<file path="src/rtl/counter_sequencer.sv">
// counter_sequencer
//   Run-control sequencer for the LED counter. A single-clock prescaler
//   produces one step every Div+1 cycles while running. Each step moves
//   Count one value toward a terminal value (Limit when counting up, 0 when
//   counting down). At the terminal value the counter either reloads or stops.
//
//   Ports
//     Clk       system clock
//     Reset     synchronous, active-high
//     Start     level, enters or resumes RUN (ignored while Stop is high)
//     Stop      level, RUN -> PAUSE
//     Load      Count <= Load_val, prescaler cleared, DONE -> IDLE
//     Load_val  value for Load
//     Limit     terminal value (up) / reload value (down)
//     Dir       1 = up, 0 = down
//     Reload    1 = auto-reload at terminal, 0 = one-shot
//     Div       step period minus 1, in Clk cycles
//     Count     registered counter value
//     Tick      one-cycle pulse after each step
//     Tc        one-cycle pulse after a terminal step
//     Busy      high in RUN
//     Done      high in DONE
//
//   state | meaning
//   IDLE  | stopped, Count holds, waiting for Start
//   RUN   | prescaler advancing, a step is taken each time it reaches Div
//   PAUSE | stopped by Stop, prescaler and Count held for resume
//   DONE  | one-shot count reached terminal, Count holds

module counter_sequencer #(
  parameter int CNT_W = 4,
  parameter int DIV_W = 27
) (
  input  logic             Clk,
  input  logic             Reset,
  input  logic             Start,
  input  logic             Stop,
  input  logic             Load,
  input  logic [CNT_W-1:0] Load_val,
  input  logic [CNT_W-1:0] Limit,
  input  logic             Dir,
  input  logic             Reload,
  input  logic [DIV_W-1:0] Div,
  output logic [CNT_W-1:0] Count,
  output logic             Tick,
  output logic             Tc,
  output logic             Busy,
  output logic             Done
);

  typedef enum logic [1:0] {
    S_IDLE  = 2'd0,
    S_RUN   = 2'd1,
    S_PAUSE = 2'd2,
    S_DONE  = 2'd3
  } state_t;

  state_t           state_q, state_d;
  logic [CNT_W-1:0] cnt_q, cnt_d;
  logic [DIV_W-1:0] pre_q, pre_d;
  logic             tick_q, tick_d;
  logic             tc_q, tc_d;
  logic             busy_q, done_q;

  logic [CNT_W-1:0] terminal;
  logic [CNT_W-1:0] reload_val;
  logic             go;

  assign terminal   = Dir ? Limit : '0;
  assign reload_val = Dir ? '0 : Limit;
  assign go         = Start & ~Stop;

  always_comb begin
    state_d = state_q;
    cnt_d   = cnt_q;
    pre_d   = pre_q;
    tick_d  = 1'b0;
    tc_d    = 1'b0;

    if (Load) begin
      // Load beats any step due this cycle.
      cnt_d = Load_val;
      pre_d = '0;
      if (state_q == S_DONE) state_d = S_IDLE;
    end else begin
      unique case (state_q)
        S_IDLE: begin
          if (go) begin
            state_d = S_RUN;
            pre_d   = '0;
          end
        end
        S_RUN: begin
          if (Stop) begin
            state_d = S_PAUSE;
          end else if (pre_q == Div) begin
            pre_d  = '0;
            tick_d = 1'b1;
            if (cnt_q != terminal) begin
              cnt_d = Dir ? cnt_q + CNT_W'(1) : cnt_q - CNT_W'(1);
            end else begin
              tc_d = 1'b1;
              if (Reload) cnt_d   = reload_val;
              else        state_d = S_DONE;
            end
          end else begin
            // Plain increment: if Div drops below pre_q mid-period the
            // prescaler runs through its full range before matching again.
            pre_d = pre_q + DIV_W'(1);
          end
        end
        S_PAUSE: begin
          // Prescaler is deliberately not cleared so the period resumes.
          if (go) state_d = S_RUN;
        end
        S_DONE: begin
          if (go) begin
            state_d = S_RUN;
            cnt_d   = reload_val;
            pre_d   = '0;
          end
        end
        default: state_d = S_IDLE;
      endcase
    end
  end

  always_ff @(posedge Clk) begin
    if (Reset) begin
      state_q <= S_IDLE;
      cnt_q   <= '0;
      pre_q   <= '0;
      tick_q  <= 1'b0;
      tc_q    <= 1'b0;
      busy_q  <= 1'b0;
      done_q  <= 1'b0;
    end else begin
      state_q <= state_d;
      cnt_q   <= cnt_d;
      pre_q   <= pre_d;
      tick_q  <= tick_d;
      tc_q    <= tc_d;
      busy_q  <= (state_d == S_RUN);
      done_q  <= (state_d == S_DONE);
    end
  end

  assign Count = cnt_q;
  assign Tick  = tick_q;
  assign Tc    = tc_q;
  assign Busy  = busy_q;
  assign Done  = done_q;

endmodule

</file>
<file path="config.mk">
export PLATFORM = sky130hd
export DESIGN_NAME = counter_sequencer
export DESIGN_NICKNAME = d
export VERILOG_FILES = /design/src/rtl/counter_sequencer.sv
export SDC_FILE = /design/constraint.sdc
export NUM_CORES = 1
export LEC_CHECK = 0
export CAP_MARGIN = 20
export CORE_MARGIN = 5
export CORE_UTILIZATION = 40
export DETAILED_ROUTE_END_ITERATION = 6
export PLACE_DENSITY = 0.77
export SYNTH_ARGS = -nofsm -noshare
export SYNTH_HDL_FRONTEND = slang
export SYNTH_SLANG_ARGS = --single-unit
</file>
<file path="constraint.sdc">
create_clock -name Clk -period 3.1 [get_ports Clk]
set_input_delay 0.775 -clock Clk [delete_from_list [all_inputs] [get_ports Clk]]
set_output_delay 0.775 -clock Clk [all_outputs]
set_load 0.02 [all_outputs]
</file>
# ---- Word level (Yosys, flattened, before mapping)
# Cells that the tools add are included.
dict set report op_classes {
  bitwise 4
  muxes 24
  eq_ne 13
  reduce_logical 10
  n_addsub 3
}
# operator n
set op_table {}
lappend op_table {{$mux W27} 3}
lappend op_table {{$pmux W27 S2} 1}
lappend op_table {{$mux W4} 9}
lappend op_table {{$add A27 B1 Y27 const B} 1}
lappend op_table {{$eq A27 B27 Y1} 1}
lappend op_table {{$mux W2} 7}
lappend op_table {{$ne A3 B3 Y1 const B} 3}
lappend op_table {{$pmux W4 S2} 1}
lappend op_table {{$eq A2 B2 Y1 const B} 3}
lappend op_table {{$reduce_and A5 Y1} 1}
lappend op_table {{$reduce_or A5 Y1} 1}
lappend op_table {{$add A4 B1 Y4 const B} 1}
lappend op_table {{$eq A2 B1 Y1 const B} 2}
lappend op_table {{$ne A4 B4 Y1} 1}
lappend op_table {{$ne A4 B4 Y1 const B} 1}
lappend op_table {{$pmux W2 S2} 1}
lappend op_table {{$reduce_or A2 Y1} 2}
lappend op_table {{$reduce_or A4 Y1} 1}
lappend op_table {{$sub A4 B1 Y4 const B} 1}
lappend op_table {{$not A1 Y1} 3}
lappend op_table {{$reduce_and A3 Y1} 1}
lappend op_table {{$reduce_bool A3 Y1} 1}
lappend op_table {{$reduce_or A3 Y1} 1}
lappend op_table {{$logic_not A2 Y1} 1}
lappend op_table {{5 further kinds} 6}
dict set report word_totals {
  register_bits 37
  out_inout_bits 8
  in_bits 42
  word_cells 61
}

# ---- Longest topological paths before layout
dict set report depth {
  ltp_word 8
  ltp_mapped 10
  mapped_depth_nobuf 9
}

# ---- Worst setup path before layout
# No wires, ideal clock.
dict set report synth_path {
  path_kind {input to register}
  start {in Dir}
  end {reg cnt_q[1], in the netlist Count[1]}
  arrival_ps 2233
  slack_ps 739
  setup_ps 128
  stages 9
  path_buffers 2
  t_required_ps 2972
  cell_sequence {buf_2 -> nand4b_1 -> o22ai_1 -> o22ai_1 -> and2_1 -> clkbuf_1 -> mux2_2 -> mux2i_1 -> o22ai_1}
}
dict set report synth_via {
  elab_chain_len 7
  word_cells_on_any_way 13
  cone_classes {2 x eq/ne; 10 x mux; 1 x reduce/logical}
}
# element line
set synth_lines {}
lappend synth_lines {{start, declared} 41} ;# input logic Dir,
lappend synth_lines {{$mux W4 (on tied branches)} {69, 70}}
lappend synth_lines {{$ne A4 B4 Y1 / $mux W4 (equally long branches)} {99, 103}}
lappend synth_lines {{$mux W4} 99} ;# if (cnt_q != terminal) begin
lappend synth_lines {{$mux W4} 96} ;# end else if (pre_q == Div) begin
lappend synth_lines {{$mux W4} 94} ;# if (Stop) begin
lappend synth_lines {{$pmux W4 S2} 86} ;# unique case (state_q)
lappend synth_lines {{$mux W4} 80} ;# if (Load) begin
lappend synth_lines {{end signal, assigned} 139} ;# cnt_q <= cnt_d;
lappend synth_lines {{end, declared} 59} ;# logic [CNT_W-1:0] cnt_q, cnt_d;
# Parallel ways exist; a longest one is shown, timed or not. The select of a mux whose other input is x is not followed.
# A chain may end at the register's enable or synchronous reset.

# ---- Worst setup path after layout
dict set report layout_path {
  start {in Div[18]}
  end {reg cnt_q[0], in the netlist Count[0]}
}
dict set report layout_via {
  elab_chain_len 3
}
# element line
set layout_lines {}
lappend layout_lines {{start, declared} 43} ;# input logic [DIV_W-1:0] Div,
lappend layout_lines {{$eq A27 B27 Y1} 96}
lappend layout_lines {{$ne A3 B3 Y1 (no source line)} --}
lappend layout_lines {{$reduce_and A5 Y1 (no source line)} --}
# No other way between the ends.

==> metrics.txt <==
status finished clean; number of fill cells 523; vias in the first global route around 2000; Post-DP HPWL 4.459 mm; Core Region between 5000 and 6000 um^2; Reg clk slew, reported paths 0.07 ns; post_cts resized 0; Iteration-0 DRC Markers 110; Final period util 0.8991; post-CTS setup buffers 0; largest net degree at the start of global routing 27; clk sink count 37; layout cell share with drive strength beyond 1 0.05952; final setup vio count 0; Power Dens Cells 370.2 nW/um^2; Lkg Pwr 0.001131 uW; worst hold path endpoint pre_q[1]; CP Class in -> reg; number of unique standard cell types used by synthesis 41; max_cap viols 0; routed length per instance 13.96 um; arrival time worst endpoint 2.98 ns; RSZ-0062 raised after global routing false; Post-Syn Instances 282; Hold WS around 0.55 ns; via count 2126; Area Overhead vs Synth 30.74%; FF+latch count, synth 37; Die X 86.09 um; RePlAce Congestion 0.9269; vias per cell about 5.2; fmax roughly 0.36 GHz; slew margin rel. 0.7148; final hold violations 0; number of detailed-route iterations in the first pass 4; Initial Utilization 0.4155; Net Count, Synth 331; Max IR drop VDD around 240 uV; Ys Warns 0; Setup TNS Final 0 ns; Critical R2R Launch state_q[0]; Root Buffer clkbuf_8; antenna-violating nets left 0; worst endpoint required time 3.30 ns; Worst Skew 0.007303 ns; measured slew at the worst slew-check pin around 0.43 ns; area of the multi-input gates 1484 um^2; CTS max path bufs 2; Worst Hold Launch pre_q[1]; ys async rst share 0; CP endpoint kind register; initial antenna violation count 0; R2R Path End pre_q[26]; sequential fraction of the synthesis area 0.3198; CTS Buf Count 5; syn avg cell area a little over 8 um^2; CTS Hold Bufs 0; htree depth 2; TritonCTS clock tree done; gr usage total 0.1544; register area 740.7 um^2; Pins Over Slew Limit 0; Top FF cell, synth dfxtp_1; grt total ovfl 0; final-stage net count 384; ant diodes 0; min cycle time layout 2.787 ns; r2r setup slk 0.78 ns; number of remaining DRC errors 0; R2R depth 10; Hold Crit Depth 2; CP Launch Type primary input; die footprint 7411 um^2; row count 27; Buffers on Ports 49; first-pass GRT wire length 9.225 mm; Mapped Area 2316 um^2; final wirelength 5.696 mm; crit-path max FO 5; Hold Path Class reg -> reg; Top Ports 50; worst-skew pair later-pin latency 0.29 ns; die height 86.09 um; number of flops mapped to enable cells by yosys 0
## state kept, by name, summed over array words and instances, names as in the netlist
| signal | count |
|---|---|
| state_q | 2 |
| Tick | 1 |
| Count | 4 |
| Busy | 1 |
| Tc | 1 |
| pre_q | 27 |
| Done | 1 |
## cell type report
class,instances,share of cell area
clock buffer,7,0.02851
clock inverter,1,0.009917
inverter,11,0.01364
multi-input combinational,224,0.4901
sequential,37,0.2446
tap,72,0.02975
timing repair buffer,56,0.1835
## layout by cell type, fill, tap and decap left out, types with 2 or more instances in the layout
cell type	synthesis	layout
nand3_1	12	12
a21oi_1	11	11
xor2_1	39	39
ha_1	6	6
nor2b_1	2	2
mux2i_1	3	3
and3_1	4	4
nor4_1	7	7
o21a_1	3	3
inv_1	11	11
nor2_1	45	45
clkdlybuf4s50_1	0	49
xnor2_1	15	15
clkbuf_8	0	6
nor3_1	6	6
o31a_1	2	2
and4_2	2	2
nand4_1	11	11
nor3b_1	2	2
and2_1	4	4
o22ai_1	6	6
nand2_1	15	15
buf_4	0	6
o21ai_0	8	8
or3_1	2	2
nand4b_1	5	5
nand2b_1	2	2
dfxtp_1	37	37
## worst max-delay path by stage
stage	start	end	slack, ns	cells after the start
final	Div[18]	Count[0]	0.31	8
after global routing	Dir	Count[3]	0.13	9
after CTS	Dir	Count[3]	0.31	9
after detailed placement	Dir	Count[3]	0.03	9
after global placement	Div[18]	Busy	0.06	9
after floorplan	Dir	Count[1]	0.74	9
## critical path, stage by stage
cell and delay (ns):
clkdlybuf4s50_1 0.43, xor2_1 0.17, nor4_1 0.42, nand3_1 0.18, nor2_2 0.29, o211ai_4 0.11
or3_1 0.35, a311oi_1 0.25
## through the flow
step | std cells | area (um^2) | worst slack (ns) | total power [uW] | utilization
detailed placement | 400 | 2912 | 0.02567 | 704.0 | 0.5223
global placement | 400 | 2912 | 0.06459 | 699.4 | 0.5223
CTS | 408 | 3028 | 0.3142 | 1129 | 0.5432
global route | 408 | 3028 | 0.1326 | 1169 | 0.5432
floorplan | 282 | 2316 | 0.7389 | 603.3 | -
finish | 408 | 3028 | 0.3129 | 1121 | 0.5432
## cells by family (layout without fill, tap and decap cells)
kind of cell / count (synthesis) / count (layout) / share of synthesized area
AO/OA/AOI/OAI: 37 / 37 / 0.1102
XOR/XNOR: 54 / 54 / 0.2042
adder cells (fa/ha/maj): 7 / 7 / 0.04106
buffers and inverters: 21 / 75 / 0.03943
flip-flops: 37 / 37 / 0.3198
multiplexers: 4 / 4 / 0.01783
AND/OR/NAND/NOR: 122 / 122 / 0.2674
## synthesized netlist by cell type, types with 2 or more instances
cell type | n | area, um^2
nand3_1 | 12 | 60.06
nor3_1 | 6 | 30.03
mux2i_1 | 3 | 30.03
nor2b_1 | 2 | 12.51
a21oi_1 | 11 | 55.05
and2_1 | 4 | 25.02
nor3b_1 | 2 | 15.01
dfxtp_1 | 37 | 740.7
nor4_1 | 7 | 43.79
o22ai_1 | 6 | 37.54
nand2_1 | 15 | 56.30
buf_2 | 4 | 20.02
o31a_1 | 2 | 17.52
and4_2 | 2 | 20.02
ha_1 | 6 | 75.07
o21ai_0 | 8 | 40.04
inv_1 | 11 | 41.29
nor2_1 | 45 | 168.9
and3_1 | 4 | 25.02
clkbuf_1 | 4 | 15.01
xnor2_1 | 15 | 131.4
nand2b_1 | 2 | 12.51
nand4_1 | 11 | 68.82
o21a_1 | 3 | 22.52
or3_1 | 2 | 12.51
nand4b_1 | 5 | 43.79
xor2_1 | 39 | 341.6
## routing by layer
layer / share of wire / vias to the layer above / track usage
met3: 0.047 / 4 / 0.03074
met2: 0.50 / 44 / 0.2579
li1: - / 1079 / -
met5: 0 / - / 0
met4: 0.012 / 0 / 0.04317
met1: 0.44 / 999 / 0.2010
## power by group
part           internal [uW]  total (uW)  switching, uW  leakage [uW]
logic                    108         200           91.4      0.000773
clock network            262         427            165     0.0000585
registers                483         494           11.0      0.000299
total                    853        1120            268       0.00113
No activity file was read; power rests on OpenSTA's default activity.
